`src/rtl/sobel_stream_core.sv`:
```
// Streaming 3x3 Sobel edge engine: raster pixel stream in, one result per interior pixel out.
// Two line buffers plus a sliding window; results pass through a single-entry output register.
module sobel_stream_core #(
  parameter int unsigned WIDTH  = 240,
  parameter int unsigned HEIGHT = 240,
  parameter int unsigned PIX_W  = 8,
  parameter int unsigned CNT_W  = 32
) (
  input  logic             clk,
  input  logic             rst,
  input  logic             start,
  input  logic [1:0]       mode,
  input  logic [PIX_W-1:0] threshold,
  input  logic             in_valid,
  output logic             in_ready,
  input  logic [PIX_W-1:0] in_pixel,
  output logic             out_valid,
  input  logic             out_ready,
  output logic [PIX_W-1:0] out_pixel,
  output logic             busy,
  output logic             done,
  output logic [CNT_W-1:0] total_cycles_out
);

  localparam int unsigned CW = $clog2(WIDTH);
  localparam int unsigned RW = $clog2(HEIGHT);
  localparam int unsigned GW = PIX_W + 3;
  localparam logic [PIX_W-1:0] PixMax = {PIX_W{1'b1}};

  typedef enum logic [1:0] {StIdle, StRun, StDrain, StDone} state_e;

  state_e           state_q, state_d;
  logic [CW-1:0]    col_q;
  logic [RW-1:0]    row_q;
  logic [1:0]       mode_q;
  logic [PIX_W-1:0] thr_q;
  logic             out_valid_q;
  logic [PIX_W-1:0] out_pixel_q;
  logic [CNT_W-1:0] cnt_q;

  logic [PIX_W-1:0] lb1 [WIDTH];  // row r-1
  logic [PIX_W-1:0] lb2 [WIDTH];  // row r-2
  logic [PIX_W-1:0] win_q [3][2]; // two most recent window columns
  logic [PIX_W-1:0] nw [3][3];

  logic start_ok, accept, last_pix, complete, emit;

  logic [GW-1:0]    gx_pos, gx_neg, gy_pos, gy_neg, dx, dy, abs_x, abs_y, sum_xy;
  logic [PIX_W-1:0] sat_x, sat_y, sat_sum, res;

  assign start_ok = start && (state_q == StIdle || state_q == StDone);
  assign accept   = in_valid && in_ready;
  assign last_pix = (row_q == RW'(HEIGHT - 1)) && (col_q == CW'(WIDTH - 1));
  assign complete = accept && (row_q >= RW'(2)) && (col_q >= CW'(2));
  assign emit     = out_valid_q && out_ready;

  // FSM state register
  always_ff @(posedge clk or posedge rst) begin
    if (rst) begin
      state_q <= StIdle;
    end else begin
      state_q <= state_d;
    end
  end

  // FSM next state
  always_comb begin
    state_d = state_q;
    case (state_q)
      StIdle, StDone: if (start) state_d = StRun;
      StRun:          if (accept && last_pix) state_d = StDrain;
      StDrain:        if (emit) state_d = StDone;
      default:        state_d = StIdle;
    endcase
  end

  // FSM outputs
  always_comb begin
    in_ready = 1'b0;
    busy     = 1'b0;
    done     = 1'b0;
    case (state_q)
      StRun: begin
        in_ready = !out_valid_q || out_ready;
        busy     = 1'b1;
      end
      StDrain: busy = 1'b1;
      StDone:  done = 1'b1;
      default: ;
    endcase
  end

  // Window as it will look once the current pixel is shifted in.
  always_comb begin
    for (int r = 0; r < 3; r++) begin
      nw[r][0] = win_q[r][0];
      nw[r][1] = win_q[r][1];
    end
    nw[0][2] = lb2[col_q];
    nw[1][2] = lb1[col_q];
    nw[2][2] = in_pixel;
  end

  always_comb begin
    gx_pos = GW'(nw[0][2]) + (GW'(nw[1][2]) << 1) + GW'(nw[2][2]);
    gx_neg = GW'(nw[0][0]) + (GW'(nw[1][0]) << 1) + GW'(nw[2][0]);
    gy_pos = GW'(nw[2][0]) + (GW'(nw[2][1]) << 1) + GW'(nw[2][2]);
    gy_neg = GW'(nw[0][0]) + (GW'(nw[0][1]) << 1) + GW'(nw[0][2]);
    dx     = gx_pos - gx_neg;
    dy     = gy_pos - gy_neg;
    abs_x  = dx[GW-1] ? GW'(0) - dx : dx;
    abs_y  = dy[GW-1] ? GW'(0) - dy : dy;
    sum_xy = abs_x + abs_y;
    sat_x   = (abs_x[GW-1:PIX_W] != '0) ? PixMax : abs_x[PIX_W-1:0];
    sat_y   = (abs_y[GW-1:PIX_W] != '0) ? PixMax : abs_y[PIX_W-1:0];
    sat_sum = (sum_xy[GW-1:PIX_W] != '0) ? PixMax : sum_xy[PIX_W-1:0];
    case (mode_q)
      2'b00:   res = sat_sum;
      2'b01:   res = (sat_sum >= thr_q) ? PixMax : '0;
      2'b10:   res = sat_x;
      default: res = sat_y;
    endcase
  end

  always_ff @(posedge clk or posedge rst) begin
    if (rst) begin
      col_q       <= '0;
      row_q       <= '0;
      mode_q      <= '0;
      thr_q       <= '0;
      out_valid_q <= 1'b0;
      out_pixel_q <= '0;
      cnt_q       <= '0;
    end else begin
      if (start_ok) begin
        col_q  <= '0;
        row_q  <= '0;
        mode_q <= mode;
        thr_q  <= threshold;
      end else if (accept) begin
        if (col_q == CW'(WIDTH - 1)) begin
          col_q <= '0;
          row_q <= row_q + RW'(1);
        end else begin
          col_q <= col_q + CW'(1);
        end
      end

      // A load in the same cycle as an emit keeps the register full.
      if (complete) begin
        out_valid_q <= 1'b1;
        out_pixel_q <= res;
      end else if (emit) begin
        out_valid_q <= 1'b0;
      end

      if (start_ok) begin
        cnt_q <= '0;
      end else if (busy && (cnt_q != '1)) begin
        cnt_q <= cnt_q + CW'(0) + CNT_W'(1);
      end
    end
  end

  // Buffer contents need no reset: validity is derived from the counters only.
  always_ff @(posedge clk) begin
    if (accept) begin
      lb2[col_q] <= lb1[col_q];
      lb1[col_q] <= in_pixel;
      for (int r = 0; r < 3; r++) begin
        win_q[r][0] <= win_q[r][1];
        win_q[r][1] <= nw[r][2];
      end
    end
  end

  assign out_valid        = out_valid_q;
  assign out_pixel        = out_pixel_q;
  assign total_cycles_out = cnt_q;

endmodule

```
`config.mk`:
```
export PLATFORM = sky130hd
export DESIGN_NAME = sobel_stream_core
export DESIGN_NICKNAME = d
export VERILOG_FILES = /design/src/rtl/sobel_stream_core.sv
export SDC_FILE = /design/constraint.sdc
export NUM_CORES = 2
export LEC_CHECK = 0
export BUFFER_PORTS_ARGS = -buffer_cell sky130_fd_sc_hd__buf_2
export CAP_MARGIN = 20
export CORE_UTILIZATION = 40
export DETAILED_ROUTE_END_ITERATION = 8
export SLEW_MARGIN = 20
export SYNTH_ARGS = -nofsm -noshare
export SYNTH_HDL_FRONTEND = slang
export SYNTH_SLANG_ARGS = --single-unit
```
`constraint.sdc`:
```
create_clock -name clk -period 32.9 [get_ports clk]
set_input_delay 1.645 -clock clk [delete_from_list [all_inputs] [get_ports clk]]
set_output_delay 1.645 -clock clk [all_outputs]
set_load 0.01 [all_outputs]
```
# Word-level counts from Yosys, hierarchy flattened
# Memories as Yosys holds them, arrays and structs flattened.
# Cells that the tools add are included.
# op_classes
n_reduce_logical	24
eq_ne	11
n_mux	26
n_lt_le_gt_ge	3
addsub	16
# ops
op	count
2-to-1 mux 8 bit	10
2-to-1 mux 32 bit	2
adder 10 x 8 -> 11 bit	4
adder 8 x 9 -> 10 bit	4
adder 32 x 1 -> 32 bit (second input constant)	1
inequality test 32 bit (second input constant)	1
case mux 8 bit (3 select lines)	1
2-to-1 mux 11 bit	2
subtractor 1 x 11 -> 11 bit (first input constant)	2
subtractor 11 bit	2
adder 8 x 1 -> 8 bit (second input constant)	2
== test 8 bit (second input constant)	2
>= comparator 8 x 2 -> 1 bit (second input constant)	2
adder 11 bit	1
nonzero test 3 bit	3
>= comparator 8 bit	1
logical AND 1 bit	8
nonzero test 2 bit	4
2-to-1 mux 1 bit	7
== test 2 bit (second input constant)	3
2-to-1 mux 2 bit	3
inequality test 2 bit (second input constant)	3
case mux 2 bit (3 select lines)	1
== test 2 x 1 -> 1 bit (second input constant)	2
other kinds (6)	9
# totals
mem_count	3
ramBits	3888
reg_bits	69
elab_cells	91
input_bits	23
# memory_table
memory	depth	width	read_ports	rd_ports_with_merged_regs	write_ports	line_no	text
lb1	240	8	1	0	1	41	logic [PIX_W-1:0] lb1 [WIDTH];
lb2	240	8	1	0	1	42	logic [PIX_W-1:0] lb2 [WIDTH];
win_q	3	16	3	0	3	43	logic [PIX_W-1:0] win_q [3][2];

# Depth between registers and ports, before layout
# An unclocked memory read counts as a cell.
# logic_depth
word_depth	12
ltp_mapped	45

# Worst setup path before layout
# No wires, ideal clock.
# synth_path
path_type	register -> register
startpoint	register col_q[1]
endpoint	register out_pixel_q[1] (netlist: out_pixel[1])
setup_slack_ns	16.637
required_time_ns	32.772
setup_time_ns	0.128
period_less_slack_ns	16.263
n_path_buf	5
arrival_time_ns	16.135
path_stages_with_launch	44
path_cell_list	dfrtp_1 clkbuf_1 clkbuf_1 clkbuf_1 clkbuf_1 mux4_2 mux4_2 a22oi_1 nor2_1 a21oi_1 o21bai_1 fa_1 inv_1 fa_1 fa_1 inv_1 ha_1 nand2_1 (+8 left out) o21bai_1 a21oi_1 o21ai_0 nand2_1 o31ai_4 xnor2_2 nor4b_2 ha_1 nand2b_1 a21o_1 a21o_1 a211oi_1 o21ai_0 a211oi_1 o32a_1 o211ai_1 a32oi_1 o21ai_1
# synth_rtl
item	line_no	text
from (decl)	33	logic [CW-1:0] col_q;
from (signal assigned)	145	col_q <= col_q + CW'(1);
to (signal assigned)	152	out_pixel_q <= res;
to (decl)	38	logic [PIX_W-1:0] out_pixel_q;

# Worst setup path in the final report
# layout_path
startpoint	register col_q[0]
endpoint	register out_pixel_q[1] (netlist: out_pixel[1])
# layout_via
elab_chain_cells	12
word_cells_on_any_way	23
# layout_lines
item	line_no	text
memory read (240 x 8 bit), on equally long branches	--	
adder 8 x 9 -> 10 bit	105	gx_pos = GW'(nw[0][2]) + (GW'(nw[1][2]) << 1) + GW'(nw[2][2]);
adder 10 x 8 -> 11 bit	105	
subtractor 11 bit	109	dx = gx_pos - gx_neg;
subtractor 1 x 11 -> 11 bit	111	abs_x = dx[GW-1] ? GW'(0) - dx : dx;
2-to-1 mux 11 bit	111	
adder 11 bit	113	sum_xy = abs_x + abs_y;
nonzero test 3 bit	116	sat_sum = (sum_xy[GW-1:PIX_W] != '0) ? PixMax : sum_xy[PIX_W-1:0];
2-to-1 mux 8 bit	116	
>= comparator 8 bit	119	2'b01: res = (sat_sum >= thr_q) ? PixMax : '0;
2-to-1 mux 8 bit	119	
case mux 8 bit (3 select lines)	117	case (mode_q)
# Parallel ways exist; a longest one is shown, timed or not.
# A chain may end at the register's enable or synchronous reset.

==> results.json <==
{
  "port_buffers": 66,
  "rsz0062_at_grt": "no",
  "ir_drop_mv": 0.395,
  "grtUsageMet2_pct": 33.3,
  "yosysWarnings": 0,
  "dp_slack_ns": 16.78,
  "avgViaCountPerCell": 5.81,
  "synth_cell_types": 70,
  "layout_setup_ws_ns": 17.09,
  "clk_latency_ns": 0.98,
  "clock_tree.buffer_depth": 4,
  "cp.arrival_ns": 16.64,
  "relSlewSlack_pct": 24.7,
  "ys_seq_area_share_pct": 76.4,
  "max_freq_mhz": 63.3,
  "finalCritPeriodShare_pct": 48.0,
  "globalRouteMet1Util_pct": 29.4,
  "fin_worst_skew_ns": 0.0637,
  "drt_iter0_markers": 9334,
  "synth_common_cells": "3888 x edfxtp_1, 1211 x mux4_2, 301 x nor2_1, 191 x clkbuf_1, 142 x inv_1",
  "synth-main-ff-cell": "edfxtp_1",
  "grt_pass1_wl_mm": 579,
  "leakagePower_uw": 0.0539,
  "finalCriticalPeriod_ns": 15.81,
  "status": "complete, no violations",
  "path_common_cell": "a21o_1",
  "wl_per_cell_um": 32.2,
  "gp_congestion": 0.817,
  "place_area_sq_um": 164000,
  "syn_to_final_growth_pct": 14.0,
  "slowest_stage": "dfrtp_4",
  "total_power_uw": 17900,
  "gr-usage-met3_pct": 3.72,
  "die_x_um": 624,
  "ys_ff_latch": 3957,
  "final_max_slew_viol_count": 0,
  "p_per_area_nw_per_um2": 101,
  "required_ns": 33.73,
  "post_cts_resized": 0,
  "worstHoldPathType": "flip-flop to flip-flop",
  "grt_pass1_vias": 75200,
  "die-height_um": 624,
  "postSynthCellCount": 6730,
  "ioPinCount": 67,
  "yosysTopAreaCellShare_pct": 75.3,
  "drive_gt1_share_pct": 33.0,
  "final_cell_area_sq_um": 177000,
  "drt_wl_total_mm": 409,
  "grt_max_degree": 177,
  "finalSetupViolations": 0,
  "cap_violations": 0,
  "tightest_slew_ns": 1.13,
  "tritoncts": "done",
  "synth_fp_nets": 6870,
  "rows": 228,
  "end_kind": "flip-flop",
  "drc": 0,
  "grt_overflow": 0,
  "final_hold_viol_count": 0,
  "cts_num_sinks": 3957,
  "synth-async-reset-ratio_pct": 1.74,
  "worst_path_largest_cell_delay_ns": 1.01,
  "num_vias": 73800,
  "nNetsFinal": 7341,
  "ant_nets": 0,
  "holdWs_ns": 0.411,
  "holdBufCountCts": 0,
  "antenna_found_initial": 22,
  "htreeDepth": 5,
  "cts-root-buf": "clkbuf_16",
  "track_usage_pct": 20.8,
  "initial_core_util_pct": 40.2,
  "dp_hpwl_mm": 238,
  "yosysMostFrequentCell": "edfxtp_1",
  "die_area_sq_um": 390000,
  "syn_area_sq_um": 155000,
  "critPathKind": "flip-flop to flip-flop",
  "syn-mean-instance-area_sq_um": 23.0,
  "cts_buffers": 398,
  "synth_top_area_cell": "edfxtp_1",
  "synth_edf_count": 3888,
  "cp-start-kind": "flip-flop",
  "busiest_layer": "met2",
  "yosys-top-cells-area": "edfxtp_1 75%, mux4_2 18%, dfrtp_1 1.1%",
  "fin_setup_tns_ns": 0,
  "post_cts_buffers": 0,
  "crit_fanout": 85,
  "coreArea_sq_um": 386000,
  "cts.clk_slew.worst_paths_ns": 0.07,
  "dr.pass1.iters": 5
}
-- sequential cells by signal (all words and copies together) (netlist names) --
register,flops
lb1,1920
out_valid,1
win_q,48
lb2,1920
out_pixel,8
total_cycles_out,32
mode_q,2
state_q,2
col_q,8
thr_q,8
row_q,8
-- per-layer routing --
layer | part of all wire (%) | wire length (um)
met5 | 0.0056 | 23
met4 | 3.1 | 12700
met3 | 8.6 | 35300
met2 | 48 | 196000
met1 | 40 | 165000
-- stage by stage --
stage	utilization, %	std cells
after floorplan	-	6730
after global placement	42.5	12000
after detailed placement	42.5	12000
after CTS	45.8	12700
after global routing	45.8	12700
final	45.8	12700
-- placed cells by master (no fill, tap or decap), types with 74 or more instances in the layout --
master     instances
edfxtp_1        3888
mux4_2          1211
clkbuf_16        405
buf_4            343
nor2_2           204
inv_1            137
nand2_1          130
clkinv_1         106
clkinv_2          91
nor2_1            74
clkbuf_1          74
-- critical path, delay by kind of cell (launching register included) --
family	cells	cell delay (ns)
fa+ha+maj	6	2.57
xor+xnor	2	0.73
buf+inv	7	3.65
mux	2	1.18
compound gates	19	4.82
flops	1	1.01
simple gates	4	1.41
-- area by class of cell --
type                    count  area (sq um)
diodes                      7          17.5
clock buffers             479         10400
well taps                5175          6470
multi-input cells        2277         35300
inverters                 142           559
fillers                 31800        209000
flip-flops and latches   3957        119000
repair buffers            425          3280
clock inverters           257          2100
-- path summary, 6_finish.rpt --
| check | from | endpoint | slack, ns | depth (start not counted) |
|---|---|---|---|---|
| min in group asynchronous | rst | total_cycles_out[18] | 0.98 | 3 |
| max in group asynchronous | rst | col_q[1] | 31.18 | 3 |
| min reg2reg | win_q[1][2] | win_q[1][10] | 0.41 | 0 |
| max | col_q[0] | out_pixel[1] | 17.09 | 40 |
| max reg2reg | col_q[0] | out_pixel[1] | 17.09 | 40 |
| min | win_q[1][2] | win_q[1][10] | 0.41 | 0 |
-- kinds of logic after synthesis --
logic type / after synthesis / synth area share (%)
fa+ha+maj: 117 / 1.25
buf+inv: 496 / 1.32
simple gates: 640 / 1.84
mux: 1234 / 17.8
compound gates: 226 / 1.05
xor+xnor: 60 / 0.349
flops: 3957 / 76.4
-- report_power, final --
group / leakage (uW) / internal (uW) / switching, uW
sequential: 0.0359 / 6020 / 43.7
clock: 0.00615 / 2460 / 1920
combinational: 0.0118 / 2930 / 4540
Power figures use the tool's default switching activity.
